<file path="config.mk">
export PLATFORM = sky130hd
export DESIGN_NAME = max_q_scheduler
export DESIGN_NICKNAME = d
export VERILOG_FILES = /design/src/rtl/max_q_scheduler.sv
export SDC_FILE = /design/constraint.sdc
export NUM_CORES = 1
export LEC_CHECK = 0
export ABC_CLOCK_PERIOD_IN_PS = 3800
export CORE_AREA = 2 2 94 96
export DETAILED_ROUTE_END_ITERATION = 10
export DIE_AREA = 0 0 96 98
export HOLD_SLACK_MARGIN = 0.15
export PLACE_DENSITY_LB_ADDON = 0.3
export SYNTH_ARGS = -nofsm -noshare
export SYNTH_HDL_FRONTEND = slang
export SYNTH_SLANG_ARGS = --single-unit
</file>
<file path="constraint.sdc">
create_clock -name clk -period 3.8 [get_ports clk]
set_input_delay 0.57 -clock clk [delete_from_list [all_inputs] [get_ports clk]]
set_output_delay 0.57 -clock clk [all_outputs]
set_load 0.03 [all_outputs]
</file>
<file path="src/rtl/max_q_scheduler.sv">
// Max-Q scheduler: reads every action of one Q-table row through the shared read port
// and reports the signed maximum. Define MAX_Q_SCHED_ARGMAX_EN to also report best_action.
module max_q_scheduler #(
   parameter int  DATA_WIDTH  = 32,
   parameter int  ACTIONS     = 4,
   parameter int  STATE_WIDTH = 8,
   localparam int ACT_WIDTH   = $clog2(ACTIONS)
) (
   input  logic                           clk,
   input  logic                           rst_n,
   input  logic                           start,
   input  logic [STATE_WIDTH-1:0]         state_in,
   output logic                           busy,
   output logic                           q_req,
   input  logic                           q_gnt,
   output logic                           q_rd_en,
   output logic [STATE_WIDTH+ACT_WIDTH-1:0] q_addr,
   input  logic [DATA_WIDTH-1:0]          q_rd_data,
   output logic [DATA_WIDTH-1:0]          max_q,
`ifdef MAX_Q_SCHED_ARGMAX_EN
   output logic [ACT_WIDTH-1:0]           best_action,
`endif
   output logic                           done
);

   localparam logic [1:0] IDLE  = 2'd0;
   localparam logic [1:0] ISSUE = 2'd1;
   localparam logic [1:0] DRAIN = 2'd2;
   localparam logic [1:0] DONE  = 2'd3;

   // One extra counter bit so a count of ACTIONS never wraps to zero for power-of-two rows.
   localparam int             CNT_W    = ACT_WIDTH + 1;
   localparam logic [CNT_W-1:0] NUM_ACT  = CNT_W'(ACTIONS);
   localparam logic [CNT_W-1:0] LAST_ACT = CNT_W'(ACTIONS - 1);

   logic [1:0]                    fsmState_q, fsmState_d;
   logic [STATE_WIDTH-1:0]        latState_q, latState_d;
   logic [CNT_W-1:0]              issueCnt_q, issueCnt_d;
   logic [CNT_W-1:0]              recvCnt_q, recvCnt_d;
   logic                          first_q, first_d;
   logic                          rdValid_q;
   logic signed [DATA_WIDTH-1:0]  accVal_q, accVal_d;
   logic [DATA_WIDTH-1:0]         maxQ_q, maxQ_d;
`ifdef MAX_Q_SCHED_ARGMAX_EN
   logic [ACT_WIDTH-1:0]          runIdx_q, runIdx_d;
   logic [ACT_WIDTH-1:0]          bestIdx_q, bestIdx_d;
`endif

   assign busy    = (fsmState_q != IDLE);
   assign done    = (fsmState_q == DONE);
   assign q_req   = (fsmState_q == ISSUE);
   assign q_rd_en = q_req && q_gnt && (issueCnt_q < NUM_ACT);
   assign q_addr  = {latState_q, issueCnt_q[ACT_WIDTH-1:0]};
   assign max_q   = maxQ_q;
`ifdef MAX_Q_SCHED_ARGMAX_EN
   assign best_action = bestIdx_q;
`endif

   always_comb begin
      fsmState_d = fsmState_q;
      latState_d = latState_q;
      issueCnt_d = issueCnt_q;
      recvCnt_d  = recvCnt_q;
      first_d    = first_q;
      accVal_d   = accVal_q;
      maxQ_d     = maxQ_q;
`ifdef MAX_Q_SCHED_ARGMAX_EN
      runIdx_d   = runIdx_q;
      bestIdx_d  = bestIdx_q;
`endif

      // Data arrives in issue order, so recvCnt_q is the action index of the current sample.
      if (rdValid_q) begin
         recvCnt_d = recvCnt_q + CNT_W'(1);
         if (first_q || ($signed(q_rd_data) > accVal_q)) begin
            accVal_d = q_rd_data;
            first_d  = 1'b0;
`ifdef MAX_Q_SCHED_ARGMAX_EN
            runIdx_d = recvCnt_q[ACT_WIDTH-1:0];
`endif
         end
      end

      case (fsmState_q)
         IDLE: begin
            if (start) begin
               latState_d = state_in;
               issueCnt_d = '0;
               recvCnt_d  = '0;
               first_d    = 1'b1;
               fsmState_d = ISSUE;
            end
         end
         ISSUE: begin
            if (q_rd_en) begin
               issueCnt_d = issueCnt_q + CNT_W'(1);
               if (issueCnt_q == LAST_ACT) begin
                  fsmState_d = DRAIN;
               end
            end
         end
         DRAIN: begin
            // Looking at the next-state count lets the last sample finish in the same cycle.
            if (recvCnt_d == NUM_ACT) begin
               maxQ_d     = accVal_d;
`ifdef MAX_Q_SCHED_ARGMAX_EN
               bestIdx_d  = runIdx_d;
`endif
               fsmState_d = DONE;
            end
         end
         default: begin
            fsmState_d = IDLE;
         end
      endcase
   end

   always_ff @(posedge clk or negedge rst_n) begin
      if (!rst_n) begin
         fsmState_q <= IDLE;
         latState_q <= '0;
         issueCnt_q <= '0;
         recvCnt_q  <= '0;
         first_q    <= 1'b0;
         rdValid_q  <= 1'b0;
         accVal_q   <= '0;
         maxQ_q     <= '0;
`ifdef MAX_Q_SCHED_ARGMAX_EN
         runIdx_q   <= '0;
         bestIdx_q  <= '0;
`endif
      end else begin
         fsmState_q <= fsmState_d;
         latState_q <= latState_d;
         issueCnt_q <= issueCnt_d;
         recvCnt_q  <= recvCnt_d;
         first_q    <= first_d;
         rdValid_q  <= q_rd_en;
         accVal_q   <= accVal_d;
         maxQ_q     <= maxQ_d;
`ifdef MAX_Q_SCHED_ARGMAX_EN
         runIdx_q   <= runIdx_d;
         bestIdx_q  <= bestIdx_d;
`endif
      end
   end

endmodule
</file>
# After elaboration in Yosys (flattened, before gate mapping)
# Index checks and enable logic that the tools add are counted.
op_classes:
  eq_ne: 9
  n_mux: 17
  n_lt_le_gt_ge: 2
  n_reduce_logical: 10
  addsub: 2
ops:
  columns: ["op", "count"]
  rows:
  - ["$mux 32", 2]
  - ["$gt 32x32->1", 1]
  - ["$mux 3", 5]
  - ["$mux 2", 4]
  - ["$add 3x1->3 const B", 2]
  - ["$pmux 2 s3", 1]
  - ["$pmux 3 s2", 1]
  - ["$eq 2x2->1 const B", 2]
  - ["$mux 1", 4]
  - ["$ne 2x1->1 const B", 2]
  - ["$ne 2x2->1 const B", 2]
  - ["$reduce_and 2->1", 2]
  - ["$reduce_and 4->1", 1]
  - ["$reduce_bool 2->1", 2]
  - ["$eq 3x2->1 const B", 1]
  - ["$eq 3x3->1 const B", 1]
  - ["$lt 3x3->1 const B", 1]
  - ["$reduce_and 3->1", 1]
  - ["$eq 2x1->1 const B", 1]
  - ["$logic_and 1x1->1", 2]
  - ["$logic_not 2->1", 1]
  - ["$logic_or 1x1->1", 1]
totals:
  ff_bits: 82
  out_inout_bits: 46
  wordCells: 48
  input_bits: 44

# Longest topological paths before layout
# Gate-level depths: netlist (run 1).
logic_depth:
  word_depth: 6
  mapped_depth: 11
  depth_no_buf: 9

# Worst setup path before layout (run 1)
# No wires, ideal clock.
synth_path:
  path_kind: "input port to flip-flop"
  start: "input port q_rd_data[31]"
  end: "register maxQ_q[11] (netlist: max_q[11])"
  setup_time_ns: 0.135
  n_path_buf: 1
  setup_slack_ns: 1.030
  arrival_time_ns: 2.635
  required_time_ns: 3.665
  path_stages: 8
  cell_sequence: "ha_1 -> nand4_2 -> or4_4 -> o311a_4 -> a22o_4 -> buf_6 -> o31ai_2 -> a31oi_1"
synth_via:
  elab_chain_cells: 4
synth_lines:
  columns: ["item", "line", "rtl"]
  rows:
  - ["from (decl)", "18", "input logic [DATA_WIDTH-1:0] q_rd_data,"]
  - ["$gt 32x32->1", "75", "if (first_q || ($signed(q_rd_data) > accVal_q)) begin"]
  - ["$logic_or 1x1->1", "75", null]
  - ["$mux 32", "75", null]
  - ["$mux 32", "73", "if (rdValid_q) begin"]
  - ["to (signal assigned)", "140", "maxQ_q <= maxQ_d;"]
  - ["to (decl)", "43", "logic [DATA_WIDTH-1:0] maxQ_q, maxQ_d;"]
# Every way passes these cells.
# A chain may end at the register's enable or synchronous reset.

# Worst setup path after layout (run 1)
layout_path:
  start: "input port q_rd_data[27]"
  end: "register maxQ_q[20] (netlist: max_q[20])"
# The elaborated chain is that of the path after synthesis.

==> run metrics, run 1 <==
status finished clean; Routability Congestion about 0.84; total gr overflow 0; pin count of the biggest net entering global routing 83; critical path's top delay family compound AO/OA/AOI/OAI gates; Post-CTS Setup Inserts 0; top-count cell post-synth dfrtp_1; Pwr Density 755 nW/µm²; Max stage delay on crit path 0.59 ns; Layout area overhead 25.1%; CP max-delay cell or4_4; Int Pwr around 0.0025 W; initial antenna violation count 0; #FFs+latches synth 82; number of flops mapped to enable cells by yosys 0; Die Ht 98 µm; routed vias 3766; ratio of cells with drive above 1 in the final layout 0.140; Crit path buffers/inverters 1; hold slack roughly 0.37 ns; Post-DRT Antenna Nets 0; Arr. time, crit path 3.47 ns; WL/cell 17.0 µm; Worst-Margin Slew about 1.1 ns; sequential share of power 0.340; Worst-Skew Late Latency 0.36 ns; Worst setup endpoint max_q[20]$_DFFE_PN0P_; Clock Root Buffer clkbuf_8; CP startpoint q_rd_data[27]; Sw Ratio 0.416; residual DRC count 0; NetSw between 0.0015 and 0.002 W; Worst IR Drop VDD ~470 µV; Crit. End Element flop; WP depth 8; worst r2r path cells 8; worst min-delay path category in -> async; RR Endpoint max_q[20]$_DFFE_PN0P_; Gate Count Post-Synth 452; initial drt markers between 200 and 250; vias in the first global route 3901; Syn. warnings 0; top post-synthesis cells by count dfrtp_1 (82), nand2_1 (47), ha_1 (40), inv_1 (40), nor2_1 (39); CTS Buf Count 9; drt pass-1 iters 4; final setup fails 0; top cells by area, synth dfrtp_1 (45%), ha_1 (11%), o31ai_2 (7.6%), nand4_1 (5.0%), a31oi_1 (4.5%); CTS tree built; sequential share of the synthesized area 0.446; critical-path cell list clkdlybuf4s50_1, ha_1, nand4_1, or4_4, o311a_4, a22o_4, o31ai_2, a31oi_1; Worst Skew 0.0101 ns; H-tree depth 3; Setup Crit Path Kind in -> reg; # IOs 90; Port Buffers 89; flop-to-flop setup slack 0.86 ns; Clock Sinks 82; ANT cells 0; fin crit period roughly 3.3 ns; Yosys cell types 41; vias per inst 5.85; biggest area consumer among synthesized cells dfrtp_1; CTS Buffer Depth 2; width of the die 96 µm; Netlist Area Pre-Place 4600 µm²; Leak Pwr 2.55 nW; met2 usage 0.425; multi-input combinational cell area 2230 µm²; Comb power frac 0.502; reg2reg start accVal_q[27]$_DFF_PN0_; core area 8470 µm²; Synth async-reset ratio 1.00; Fin Setup TNS 0 ns; first-pass GRT wire length 18.6 mm; GRT met1 Usage 0.324; final hold vios 0; post-DP HPWL 7.66 mm; post_cts resized 0; MaxCap Viol Count 0; # fillers around 700; DP Area 5550 µm²; Peak Freq between 300 and 400 MHz; hold-fix buffers at CTS 0; Reg clk slew, reported paths 0.08 ns; nets 616; global routing's busiest layer met2; Syn Area/Cell approximately 10 µm²; Max transition margin 0.236; Yosys top cell area share 0.446; initial core utilization 0.544; crit start category input port; fin area approximately 5800 µm²; Net Count, Synth 536; Routed Wire Length 10.9 mm; Worst Path Required between 4 and 5 ns; die footprint 9410 µm²; Row Count 34; grt met3 use 0.0463; Storage cell area around 2000 µm²; Max FO, Critical Path 32; Clock Power Share 0.158; final worst path period share 0.856; unrepaired setup endpoints after global routing false; Slew Viols, Final 0; GR Util All Layers 0.253; Main synth FF type dfrtp_1
placed cells by master, fill, tap and decap left out, types with 20 or more instances in the layout:
cell type	instances
a21oi_1	20
a31oi_1	33
clkdlybuf4s50_1	88
dfrtp_1	82
ha_1	40
inv_1	40
nand2_1	47
nand4_1	37
nor2_1	39
o31ai_2	28
cells by family (layout without fill, tap and decap cells):
family,Yosys count,in the layout,synth area share
and+or+nand+nor,139,139,0.145
AOI/OAI and AO/OA,106,106,0.195
DFF,82,82,0.446
buffers and inverters,71,155,0.0731
adders and majority gates,40,40,0.109
muxes,11,11,0.0264
xor gates and xnor gates,3,3,0.00571
worst register-to-register path: stages (launching register included):
cell     delay, ns
dfrtp_1       0.35
inv_1         0.05
ha_1          0.33
nand4_1       0.23
or4_4         0.59
o311a_4       0.36
a22o_4        0.41
o31ai_2       0.34
a31oi_1       0.15
worst min-delay path by stage:
| stage | start | endpoint | cells past startpoint |
|---|---|---|---|
| detailed placement | latState_q[3]$_DFFE_PN0P_ | latState_q[3]$_DFFE_PN0P_ | 1 |
| finish | rst_n | max_q[12]$_DFFE_PN0P_ | 1 |
| CTS | rst_n | max_q[12]$_DFFE_PN0P_ | 1 |
| global placement | latState_q[3]$_DFFE_PN0P_ | latState_q[3]$_DFFE_PN0P_ | 1 |
| global route | rst_n | accVal_q[12]$_DFF_PN0_ | 1 |
| floorplan | rst_n | accVal_q[0]$_DFF_PN0_ | 0 |
per-layer routing:
layer  vias to the layer above  wire [µm]
li1                       1789          -
met1                      1847       4460
met2                       113       5640
met3                        17        593
met4                         0        229
met5                         -          0
sequential cells by signal (all words and copies together), names as in the netlist:
signal,count
latState_q,8
fsmState_q,2
max_q,32
recvCnt_q,3
issueCnt_q,3
rdValid_q,1
first_q,1
accVal_q,32
through the flow:
stage               total power (W)  std cells  utilization  setup WS (ns)
finish                      0.00434        644        0.680          0.547
global route                0.00467        644        0.680          0.352
CTS                         0.00437        644        0.680          0.567
detailed placement          0.00367        629        0.655          0.232
global placement            0.00358        629        0.655          0.288
floorplan                   0.00293        452            -           1.03
cell type report:
cell class,instances,area share
Clock buffer,10,0.0222
Clock inverter,5,0.0139
Inverter,40,0.0261
Multi-Input combinational cell,299,0.387
Sequential cell,82,0.357
Tap cell,108,0.0235
Timing Repair Buffer,100,0.171
power groups by stage:
stage                     clock (W)  combinational, W  sequential, W
after detailed placement          0           0.00218        0.00149
after global routing       0.000736           0.00241        0.00153
after global placement            0           0.00211        0.00147
after CTS                  0.000694           0.00220        0.00148
after floorplan                   0           0.00116        0.00178
final                      0.000686           0.00218        0.00148
Power figures use the tool's default switching activity.
==> inputs of run 2 (changes only) <==
--- a/config.mk
+++ b/config.mk
@@ -11,6 +11,7 @@
 export DIE_AREA = 0 0 96 98
 export HOLD_SLACK_MARGIN = 0.15
 export PLACE_DENSITY_LB_ADDON = 0.3
+export SKIP_CTS_REPAIR_TIMING = 1
 export SYNTH_ARGS = -nofsm -noshare
 export SYNTH_HDL_FRONTEND = slang
 export SYNTH_SLANG_ARGS = --single-unit
==> results of run 2 <==
Final layout, timing and power as in run 1 (identical DEF).
==> inputs of run 3 (changes only) <==
--- a/config.mk
+++ b/config.mk
@@ -11,7 +11,6 @@
 export DIE_AREA = 0 0 96 98
 export HOLD_SLACK_MARGIN = 0.15
 export PLACE_DENSITY_LB_ADDON = 0.3
-export SKIP_CTS_REPAIR_TIMING = 1
 export SYNTH_ARGS = -nofsm -noshare
 export SYNTH_HDL_FRONTEND = slang
 export SYNTH_SLANG_ARGS = --single-unit
==> results of run 3 <==
Final layout, timing and power as in run 1 (identical DEF).
